`config.mk`:
```
export PLATFORM = sky130hd
export DESIGN_NAME = ysyx_24110015_ifu_prefetch_flat
export DESIGN_NICKNAME = d
export VERILOG_FILES = /design/src/rtl/ysyx_24110015_ifu_pkg.sv /design/src/rtl/axi_if.sv /design/src/rtl/ysyx_24110015_sync_fifo.sv /design/src/rtl/ysyx_24110015_ifu_prefetch.sv /design/src/flat_wrapper.sv
export SDC_FILE = /design/constraint.sdc
export NUM_CORES = 1
export LEC_CHECK = 0
export BUFFER_PORTS_ARGS = -buffer_cell sky130_fd_sc_hd__buf_2
export CAP_MARGIN = 30
export CORE_ASPECT_RATIO = 0.7
export CORE_UTILIZATION = 54
export DETAILED_ROUTE_END_ITERATION = 8
export HOLD_SLACK_MARGIN = 0.1
export PLACE_DENSITY = 0.78
export RECOVER_POWER = 25
export SLEW_MARGIN = 20
export SYNTH_ARGS = -nofsm -noshare
export SYNTH_HDL_FRONTEND = slang
export SYNTH_SLANG_ARGS = --single-unit
export TNS_END_PERCENT = 100
```
`constraint.sdc`:
```
create_clock -name clk -period 6.5 [get_ports clk]
set_clock_uncertainty 0.15 [all_clocks]
set_input_delay 1.3 -clock clk [delete_from_list [all_inputs] [get_ports clk]]
set_output_delay 1.3 -clock clk [all_outputs]
set_load 0.02 [all_outputs]
```
`src/rtl/ysyx_24110015_ifu_pkg.sv`:
```
// Shared types and AXI encodings for the instruction fetch prefetch unit.
package ysyx_24110015_ifu_pkg;

    typedef enum logic [1:0] {
        IDLE  = 2'd0,
        AR    = 2'd1,
        R     = 2'd2,
        DRAIN = 2'd3
    } IfuState;

    localparam logic [1:0] AXI_BURST_INCR = 2'b01;
    localparam logic [2:0] AXI_SIZE_4B    = 3'b010;

    typedef struct packed {
        logic [31:0] pc;
        logic [31:0] inst;
        logic        err;
    } IfuEntry;

endpackage

```
`src/rtl/axi_if.sv`:
```
// AXI4 bundle with 32-bit address/data; the fetch unit uses only the read channels.
interface axi_if;

    logic        arvalid;
    logic        arready;
    logic [31:0] araddr;
    logic [7:0]  arlen;
    logic [2:0]  arsize;
    logic [1:0]  arburst;
    logic [3:0]  arid;

    logic        rvalid;
    logic        rready;
    logic [31:0] rdata;
    logic [1:0]  rresp;
    logic        rlast;
    logic [3:0]  rid;

    logic        awvalid;
    logic        awready;
    logic [31:0] awaddr;
    logic [7:0]  awlen;
    logic [2:0]  awsize;
    logic [1:0]  awburst;
    logic [3:0]  awid;

    logic        wvalid;
    logic        wready;
    logic [31:0] wdata;
    logic [3:0]  wstrb;
    logic        wlast;

    logic        bvalid;
    logic        bready;
    logic [1:0]  bresp;
    logic [3:0]  bid;

    modport master (
        output arvalid, araddr, arlen, arsize, arburst, arid,
        input  arready,
        input  rvalid, rdata, rresp, rlast, rid,
        output rready,
        output awvalid, awaddr, awlen, awsize, awburst, awid,
        input  awready,
        output wvalid, wdata, wstrb, wlast,
        input  wready,
        input  bvalid, bresp, bid,
        output bready
    );

    modport slave (
        input  arvalid, araddr, arlen, arsize, arburst, arid,
        output arready,
        output rvalid, rdata, rresp, rlast, rid,
        input  rready,
        input  awvalid, awaddr, awlen, awsize, awburst, awid,
        output awready,
        input  wvalid, wdata, wstrb, wlast,
        output wready,
        output bvalid, bresp, bid,
        input  bready
    );

endinterface

```
`src/rtl/ysyx_24110015_sync_fifo.sv`:
```
// Single-clock FIFO with flush; the head word is read straight from storage registers
// and forced to zero while empty.
module ysyx_24110015_sync_fifo #(
    parameter int DEPTH = 4,
    parameter int WIDTH = 65
) (
    input  logic                       clk,
    input  logic                       rst,
    input  logic                       push_i,
    input  logic [WIDTH-1:0]           pushData_i,
    input  logic                       pop_i,
    input  logic                       flush_i,
    output logic [WIDTH-1:0]           headData_o,
    output logic [$clog2(DEPTH+1)-1:0] count_o
);

    localparam int PTR_W = (DEPTH > 1) ? $clog2(DEPTH) : 1;
    localparam int CNT_W = $clog2(DEPTH + 1);

    logic [PTR_W-1:0] wrPtr_q;
    logic [PTR_W-1:0] rdPtr_q;
    logic [CNT_W-1:0] count_q;
    logic [WIDTH-1:0] mem_q [2**PTR_W];
    logic             doPop;

    assign doPop = pop_i && (count_q != '0);

    always_ff @(posedge clk or posedge rst) begin
        if (rst) begin
            wrPtr_q <= '0;
            rdPtr_q <= '0;
            count_q <= '0;
        end else if (flush_i) begin
            wrPtr_q <= '0;
            rdPtr_q <= '0;
            count_q <= '0;
        end else begin
            if (push_i) begin
                wrPtr_q <= wrPtr_q + PTR_W'(1);
            end
            if (doPop) begin
                rdPtr_q <= rdPtr_q + PTR_W'(1);
            end
            case ({push_i, doPop})
                2'b10:   count_q <= count_q + CNT_W'(1);
                2'b01:   count_q <= count_q - CNT_W'(1);
                default: count_q <= count_q;
            endcase
        end
    end

    // Storage needs no reset: the head is masked whenever the count is zero.
    always_ff @(posedge clk) begin
        if (push_i && !flush_i) begin
            mem_q[wrPtr_q] <= pushData_i;
        end
    end

    assign headData_o = (count_q != '0) ? mem_q[rdPtr_q] : '0;
    assign count_o    = count_q;

endmodule

```
`src/rtl/ysyx_24110015_ifu_prefetch.sv`:
```
// Instruction prefetcher: issues boundary-aligned AXI read bursts into a small queue
// and discards in-flight beats after a redirect.
module ysyx_24110015_ifu_prefetch
    import ysyx_24110015_ifu_pkg::*;
#(
    parameter int          DEPTH     = 4,
    parameter int          BURST_LEN = 4,
    parameter logic [31:0] RESET_PC  = 32'h3000_0000
) (
    input  logic        clk,
    input  logic        rst,
    input  logic        redirect,
    input  logic [31:0] redirect_pc,
    output logic        out_valid,
    input  logic        out_ready,
    output logic [31:0] inst,
    output logic [31:0] pc_out,
    output logic        inst_err,
    axi_if.master       axiif
);

    localparam int CNT_W = $clog2(DEPTH + 1);

    IfuState          state_q, state_d;
    logic [31:0]      fetchPc_q, fetchPc_d;
    logic [31:0]      pendPc_q, pendPc_d;
    logic             redirPend_q, redirPend_d;
    logic [CNT_W-1:0] count;
    logic [31:0]      burstBeats;
    logic [31:0]      freeSlots;
    logic             push;
    logic             pop;
    IfuEntry          pushEntry;
    IfuEntry          headEntry;
    logic             unusedAxi;

    // Burst length stops at the next BURST_LEN-word boundary so no burst crosses a page.
    assign burstBeats = 32'(BURST_LEN) - ({2'b00, fetchPc_q[31:2]} & 32'(BURST_LEN - 1));
    assign freeSlots  = 32'(DEPTH) - 32'(count);

    always_ff @(posedge clk or posedge rst) begin
        if (rst) begin
            state_q     <= IDLE;
            fetchPc_q   <= RESET_PC;
            pendPc_q    <= '0;
            redirPend_q <= 1'b0;
        end else begin
            state_q     <= state_d;
            fetchPc_q   <= fetchPc_d;
            pendPc_q    <= pendPc_d;
            redirPend_q <= redirPend_d;
        end
    end

    always_comb begin
        state_d     = state_q;
        fetchPc_d   = fetchPc_q;
        pendPc_d    = pendPc_q;
        redirPend_d = redirPend_q;
        push        = 1'b0;
        case (state_q)
            IDLE: begin
                if (redirect) begin
                    fetchPc_d = redirect_pc;
                end else if (freeSlots >= burstBeats) begin
                    state_d = AR;
                end
            end
            AR: begin
                if (redirect) begin
                    pendPc_d    = redirect_pc;
                    redirPend_d = 1'b1;
                end
                if (axiif.arready) begin
                    state_d     = (redirect || redirPend_q) ? DRAIN : R;
                    redirPend_d = 1'b0;
                end
            end
            R: begin
                if (redirect) begin
                    pendPc_d = redirect_pc;
                    if (axiif.rvalid && axiif.rlast) begin
                        state_d   = IDLE;
                        fetchPc_d = redirect_pc;
                    end else begin
                        state_d = DRAIN;
                    end
                end else if (axiif.rvalid) begin
                    push      = 1'b1;
                    fetchPc_d = fetchPc_q + 32'd4;
                    if (axiif.rlast) begin
                        state_d = IDLE;
                    end
                end
            end
            DRAIN: begin
                // The newest redirect wins, even one arriving with the final beat.
                if (redirect) begin
                    pendPc_d = redirect_pc;
                end
                if (axiif.rvalid && axiif.rlast) begin
                    state_d   = IDLE;
                    fetchPc_d = redirect ? redirect_pc : pendPc_q;
                end
            end
            default: state_d = IDLE;
        endcase
    end

    assign axiif.arvalid = (state_q == AR);
    assign axiif.araddr  = fetchPc_q;
    assign axiif.arlen   = 8'(burstBeats - 32'd1);
    assign axiif.arsize  = AXI_SIZE_4B;
    assign axiif.arburst = AXI_BURST_INCR;
    assign axiif.arid    = '0;
    assign axiif.rready  = 1'b1;

    assign axiif.awvalid = 1'b0;
    assign axiif.awaddr  = '0;
    assign axiif.awlen   = '0;
    assign axiif.awsize  = '0;
    assign axiif.awburst = '0;
    assign axiif.awid    = '0;
    assign axiif.wvalid  = 1'b0;
    assign axiif.wdata   = '0;
    assign axiif.wstrb   = '0;
    assign axiif.wlast   = 1'b0;
    assign axiif.bready  = 1'b0;

    assign unusedAxi = ^{axiif.rid, axiif.awready, axiif.wready,
                         axiif.bvalid, axiif.bresp, axiif.bid};

    assign pushEntry = '{pc: fetchPc_q, inst: axiif.rdata, err: (axiif.rresp != 2'b00)};
    assign pop       = out_valid && out_ready;

    ysyx_24110015_sync_fifo #(
        .DEPTH (DEPTH),
        .WIDTH ($bits(IfuEntry))
    ) u_queue (
        .clk        (clk),
        .rst        (rst),
        .push_i     (push),
        .pushData_i (pushEntry),
        .pop_i      (pop),
        .flush_i    (redirect),
        .headData_o (headEntry),
        .count_o    (count)
    );

    assign out_valid = (count != '0);
    assign inst      = headEntry.inst;
    assign pc_out    = headEntry.pc;
    assign inst_err  = headEntry.err;

endmodule

```
`src/flat_wrapper.sv`:
```
// flat-port wrapper written by rule: the top's interface ports become plain ports
module ysyx_24110015_ifu_prefetch_flat import ysyx_24110015_ifu_pkg::*;
#(
    parameter int          DEPTH     = 4,
    parameter int          BURST_LEN = 4,
    parameter logic [31:0] RESET_PC  = 32'h3000_0000
)
  (clk, rst, redirect, redirect_pc, out_valid, out_ready, inst, pc_out, inst_err, axiif_arvalid, axiif_araddr, axiif_arlen, axiif_arsize, axiif_arburst, axiif_arid, axiif_arready, axiif_rvalid, axiif_rdata, axiif_rresp, axiif_rlast, axiif_rid, axiif_rready, axiif_awvalid, axiif_awaddr, axiif_awlen, axiif_awsize, axiif_awburst, axiif_awid, axiif_awready, axiif_wvalid, axiif_wdata, axiif_wstrb, axiif_wlast, axiif_wready, axiif_bvalid, axiif_bresp, axiif_bid, axiif_bready);
  axi_if axiif_i ();
  input  logic clk;
  input  logic rst;
  input  logic redirect;
  input  logic [31:0] redirect_pc;
  output logic out_valid;
  input  logic out_ready;
  output logic [31:0] inst;
  output logic [31:0] pc_out;
  output logic inst_err;
  output wire logic [$bits(axiif_i.arvalid)-1:0] axiif_arvalid;
  output wire logic [$bits(axiif_i.araddr)-1:0] axiif_araddr;
  output wire logic [$bits(axiif_i.arlen)-1:0] axiif_arlen;
  output wire logic [$bits(axiif_i.arsize)-1:0] axiif_arsize;
  output wire logic [$bits(axiif_i.arburst)-1:0] axiif_arburst;
  output wire logic [$bits(axiif_i.arid)-1:0] axiif_arid;
  input wire logic [$bits(axiif_i.arready)-1:0] axiif_arready;
  input wire logic [$bits(axiif_i.rvalid)-1:0] axiif_rvalid;
  input wire logic [$bits(axiif_i.rdata)-1:0] axiif_rdata;
  input wire logic [$bits(axiif_i.rresp)-1:0] axiif_rresp;
  input wire logic [$bits(axiif_i.rlast)-1:0] axiif_rlast;
  input wire logic [$bits(axiif_i.rid)-1:0] axiif_rid;
  output wire logic [$bits(axiif_i.rready)-1:0] axiif_rready;
  output wire logic [$bits(axiif_i.awvalid)-1:0] axiif_awvalid;
  output wire logic [$bits(axiif_i.awaddr)-1:0] axiif_awaddr;
  output wire logic [$bits(axiif_i.awlen)-1:0] axiif_awlen;
  output wire logic [$bits(axiif_i.awsize)-1:0] axiif_awsize;
  output wire logic [$bits(axiif_i.awburst)-1:0] axiif_awburst;
  output wire logic [$bits(axiif_i.awid)-1:0] axiif_awid;
  input wire logic [$bits(axiif_i.awready)-1:0] axiif_awready;
  output wire logic [$bits(axiif_i.wvalid)-1:0] axiif_wvalid;
  output wire logic [$bits(axiif_i.wdata)-1:0] axiif_wdata;
  output wire logic [$bits(axiif_i.wstrb)-1:0] axiif_wstrb;
  output wire logic [$bits(axiif_i.wlast)-1:0] axiif_wlast;
  input wire logic [$bits(axiif_i.wready)-1:0] axiif_wready;
  input wire logic [$bits(axiif_i.bvalid)-1:0] axiif_bvalid;
  input wire logic [$bits(axiif_i.bresp)-1:0] axiif_bresp;
  input wire logic [$bits(axiif_i.bid)-1:0] axiif_bid;
  output wire logic [$bits(axiif_i.bready)-1:0] axiif_bready;
  assign axiif_arvalid = axiif_i.arvalid;
  assign axiif_araddr = axiif_i.araddr;
  assign axiif_arlen = axiif_i.arlen;
  assign axiif_arsize = axiif_i.arsize;
  assign axiif_arburst = axiif_i.arburst;
  assign axiif_arid = axiif_i.arid;
  assign axiif_i.arready = axiif_arready;
  assign axiif_i.rvalid = axiif_rvalid;
  assign axiif_i.rdata = axiif_rdata;
  assign axiif_i.rresp = axiif_rresp;
  assign axiif_i.rlast = axiif_rlast;
  assign axiif_i.rid = axiif_rid;
  assign axiif_rready = axiif_i.rready;
  assign axiif_awvalid = axiif_i.awvalid;
  assign axiif_awaddr = axiif_i.awaddr;
  assign axiif_awlen = axiif_i.awlen;
  assign axiif_awsize = axiif_i.awsize;
  assign axiif_awburst = axiif_i.awburst;
  assign axiif_awid = axiif_i.awid;
  assign axiif_i.awready = axiif_awready;
  assign axiif_wvalid = axiif_i.wvalid;
  assign axiif_wdata = axiif_i.wdata;
  assign axiif_wstrb = axiif_i.wstrb;
  assign axiif_wlast = axiif_i.wlast;
  assign axiif_i.wready = axiif_wready;
  assign axiif_i.bvalid = axiif_bvalid;
  assign axiif_i.bresp = axiif_bresp;
  assign axiif_i.bid = axiif_bid;
  assign axiif_bready = axiif_i.bready;
  ysyx_24110015_ifu_prefetch #(.DEPTH(DEPTH), .BURST_LEN(BURST_LEN), .RESET_PC(RESET_PC)) u_core (.clk(clk), .rst(rst), .redirect(redirect), .redirect_pc(redirect_pc), .out_valid(out_valid), .out_ready(out_ready), .inst(inst), .pc_out(pc_out), .inst_err(inst_err), .axiif(axiif_i));
endmodule
```
==> out/qor.txt <==
CTS clk-pin slew, worst paths - 0.06 ns
Worst EP arrival - 2.79 ns
Worst relative slew slack - 39.4%
Synth area leaders - edfxtp_1 51%, dfrtp_1 12%, mux4_2 9.6%, buf_4 6.7%, and2_1 2.9%
Number of enable flip-flop cells after synthesis - 260
Reg2Reg Depth - 3
TritonCTS clock tree - yes
PnR worst setup slack - 2.26 ns
Post-synthesis sequential area ratio - 63.4%
Number of H-tree levels - 2
Clock Latency Late Sink - 0.52 ns
Worst slew pin tran - 0.900 ns
YS warnings - 0
Most instantiated cells after synthesis - 260 x edfxtp_1, 135 x buf_4, 72 x dfrtp_1, 71 x and2_1, 65 x mux4_2
Post-CTS resize count - 0
Final Hold Viols - 0
Min Tclk post-route - 4.24 ns
Layout Nets - 1,279
Leakage Power - 0.00634 uW
Share of cells above drive strength 1 - 27.9%
Initial core utilization - 54.9%
Largest net degree at the start of global routing - 67
#FFs+latches synth - 334
Period utilization - 65.3%
Synth top area share - 51.2%
Post-DP HPWL - 20,400 um
Most frequent cell after synthesis - edfxtp_1
Initial antenna violation count - 1
Detail Route Antenna Nets - 0
Synth Area per Inst - 14.6 sq um
IO buf count - 176
Synth cell types - 63
Synth Instances - 1,042
DRT iter0 DRCs - 710
Cell area after synthesis - 15,200 sq um
Crit Path Max Fanout - 23
Yosys top cell by area - edfxtp_1
Via count - 8,783
Setup TNS - 0 ns
Metal2 WL - 14,700 um
Status - completed
Clock Path Buffers - 3
RSZ-0062 raised after global routing - false
Met1 wire length - 14,800 um
Crit path kind - flop to output port
Met3 WL - 2310 um
Total Wirelength - 32,300 um
Die height - 143 um
Post-CTS setup buffer count - 0
Worst vdd ir - 0.406 mV
Max-slew violation count - 0
FF/Latch Area - 9670 sq um
Achievable Freq - 236 MHz
DRC viols - 0
Die W - 203 um
I/O pins - 292
DR top layer - met5
Pwr dens - 448 nW/um^2
Worst Setup End Kind - output port
Clock Root Buffer - clkbuf_16
Diode count - 0
Core Area - 27,800 sq um
Final setup violating endpoints - 0
CTS buffer count - 34
CP required - 5.05 ns
# hold bufs at CTS - 0
Routability cong. - 0.841
Syn-to-layout area delta - 11.1%
Worst hold slack - 0.346 ns
First-pass GRT wire length - 49,600 um
Total gr overflow - 0
CP Launch Type - flop
Number of clock sinks - 334
Vias per inst - 5.57
Post-place setup slack - 2.61 ns
Max capacitance violation total - 0
Hold WC Path Type - flop to flop
Total track usage - 22.6%
Hold path cells - 1
Async S/R FF share, synth - 22.2%
Site Rows - 51
Vias in the first global route - 8,313
Die area - 28,900 sq um
DRT Pass-1 Iters - 5
Main synth FF type - edfxtp_1
Routed WL per cell - 20.5 um
Area of the multi-input gates - 4660 sq um
Final-layout fill cell count - 2,092
[worst max-delay path: stages (launching register included)]
cell and delay, ns:
dfrtp_4 0.74, buf_12 0.28, buf_4 0.32, mux4_2 0.54
and2_1 0.18, buf_2 0.16
[worst paths after layout]
path / from / to / slack, ns
min in group asynchronous: rst / u_core.pendPc_q[13] / 0.78
worst max register to register: u_core.state_q[1] / u_core.u_queue.mem_q[2][28] / 3.50
worst max-delay path: u_core.u_queue.rdPtr_q[0] / inst[14] / 2.26
worst min register to register: u_core.pendPc_q[27] / u_core.pendPc_q[27] / 0.35
worst min-delay path: u_core.pendPc_q[27] / u_core.pendPc_q[27] / 0.35
max in group asynchronous: rst / u_core.u_queue.rdPtr_q[1] / 4.36
[placed cells by master (no fill, tap or decap), types with 3 or more instances in the layout]
master and n:
nand2_1 54, inv_1 18, nand4_1 10, dfrtp_1 70, clkinv_1 5, buf_4 12
a41oi_1 6, o31ai_1 5, o21ai_0 47, a31oi_1 13, a21boi_0 3, a22o_1 5
and2_4 4, nor3_1 6, conb_1 102, nor2_1 39, o211ai_1 3, nand3_1 18
clkbuf_16 34, and2_1 67, clkbuf_1 29, nor4_1 3, mux4_2 65, edfxtp_1 260
ha_1 13, xor2_1 3, a21oi_1 30, clkinvlp_4 4, mux2_2 32, and3_1 8
nand3b_1 4, buf_2 156, nand2b_1 5, xnor2_1 9, a221o_1 3
[cell families (layout without fill, tap and decap cells)]
family / count (synthesis) / in the layout / share of synthesized area [%]
flip-flops: 334 / 334 / 63.4
AND/OR/NAND/NOR: 231 / 231 / 8.18
buffers and inverters: 211 / 274 / 8.67
AO/OA/AOI/OAI: 141 / 141 / 5.85
multiplexers: 97 / 97 / 12.0
adder cells (fa/ha/maj): 14 / 14 / 1.20
XOR/XNOR: 12 / 12 / 0.690
other: 2 / 102 / 0.0493
[sequential cells by signal, summed over array words and instances (netlist names)]
register / cells
u_core.u_queue.wrPtr_q: 2
u_core.redirPend_q: 1
u_core.u_queue.mem_q: 260
u_core.axiif.araddr: 32
u_core.state_q: 2
u_core.pendPc_q: 32
u_core.u_queue.count_o: 3
u_core.u_queue.rdPtr_q: 2
[layout make-up]
class	count	share of cell area, %
flip-flops and latches	334	57.1
multi-input cells	597	27.5
repair buffers	192	6.10
clock buffers	45	5.31
well taps	371	2.74
clock inverters	17	0.813
inverters	20	0.443
[power breakdown]
group	internal, uW	switching (uW)	total, uW
Sequential	2690	432	3120
Clock	1030	801	1830
Combinational	1050	1600	2640
[stage by stage]
stage | utilization, % | power [uW] | cell area, sq um | instances
after global placement | 57.0 | 5740 | 15800 | 1510
after CTS | 61.0 | 7640 | 16900 | 1575
after detailed placement | 57.3 | 5810 | 15900 | 1513
after global routing | 61.0 | 8000 | 16900 | 1576
after floorplan | - | 5080 | 15600 | 1142
final | 61.0 | 7590 | 16900 | 1576
[per-layer routing]
layer / track usage [%] / vias up
met5: 0 / -
met4: 5.82 / 2
met3: 4.40 / 48
met2: 33.5 / 366
met1: 34.5 / 4436
li1: - / 3931
Note: power is estimated with default switching activity, not from simulation.
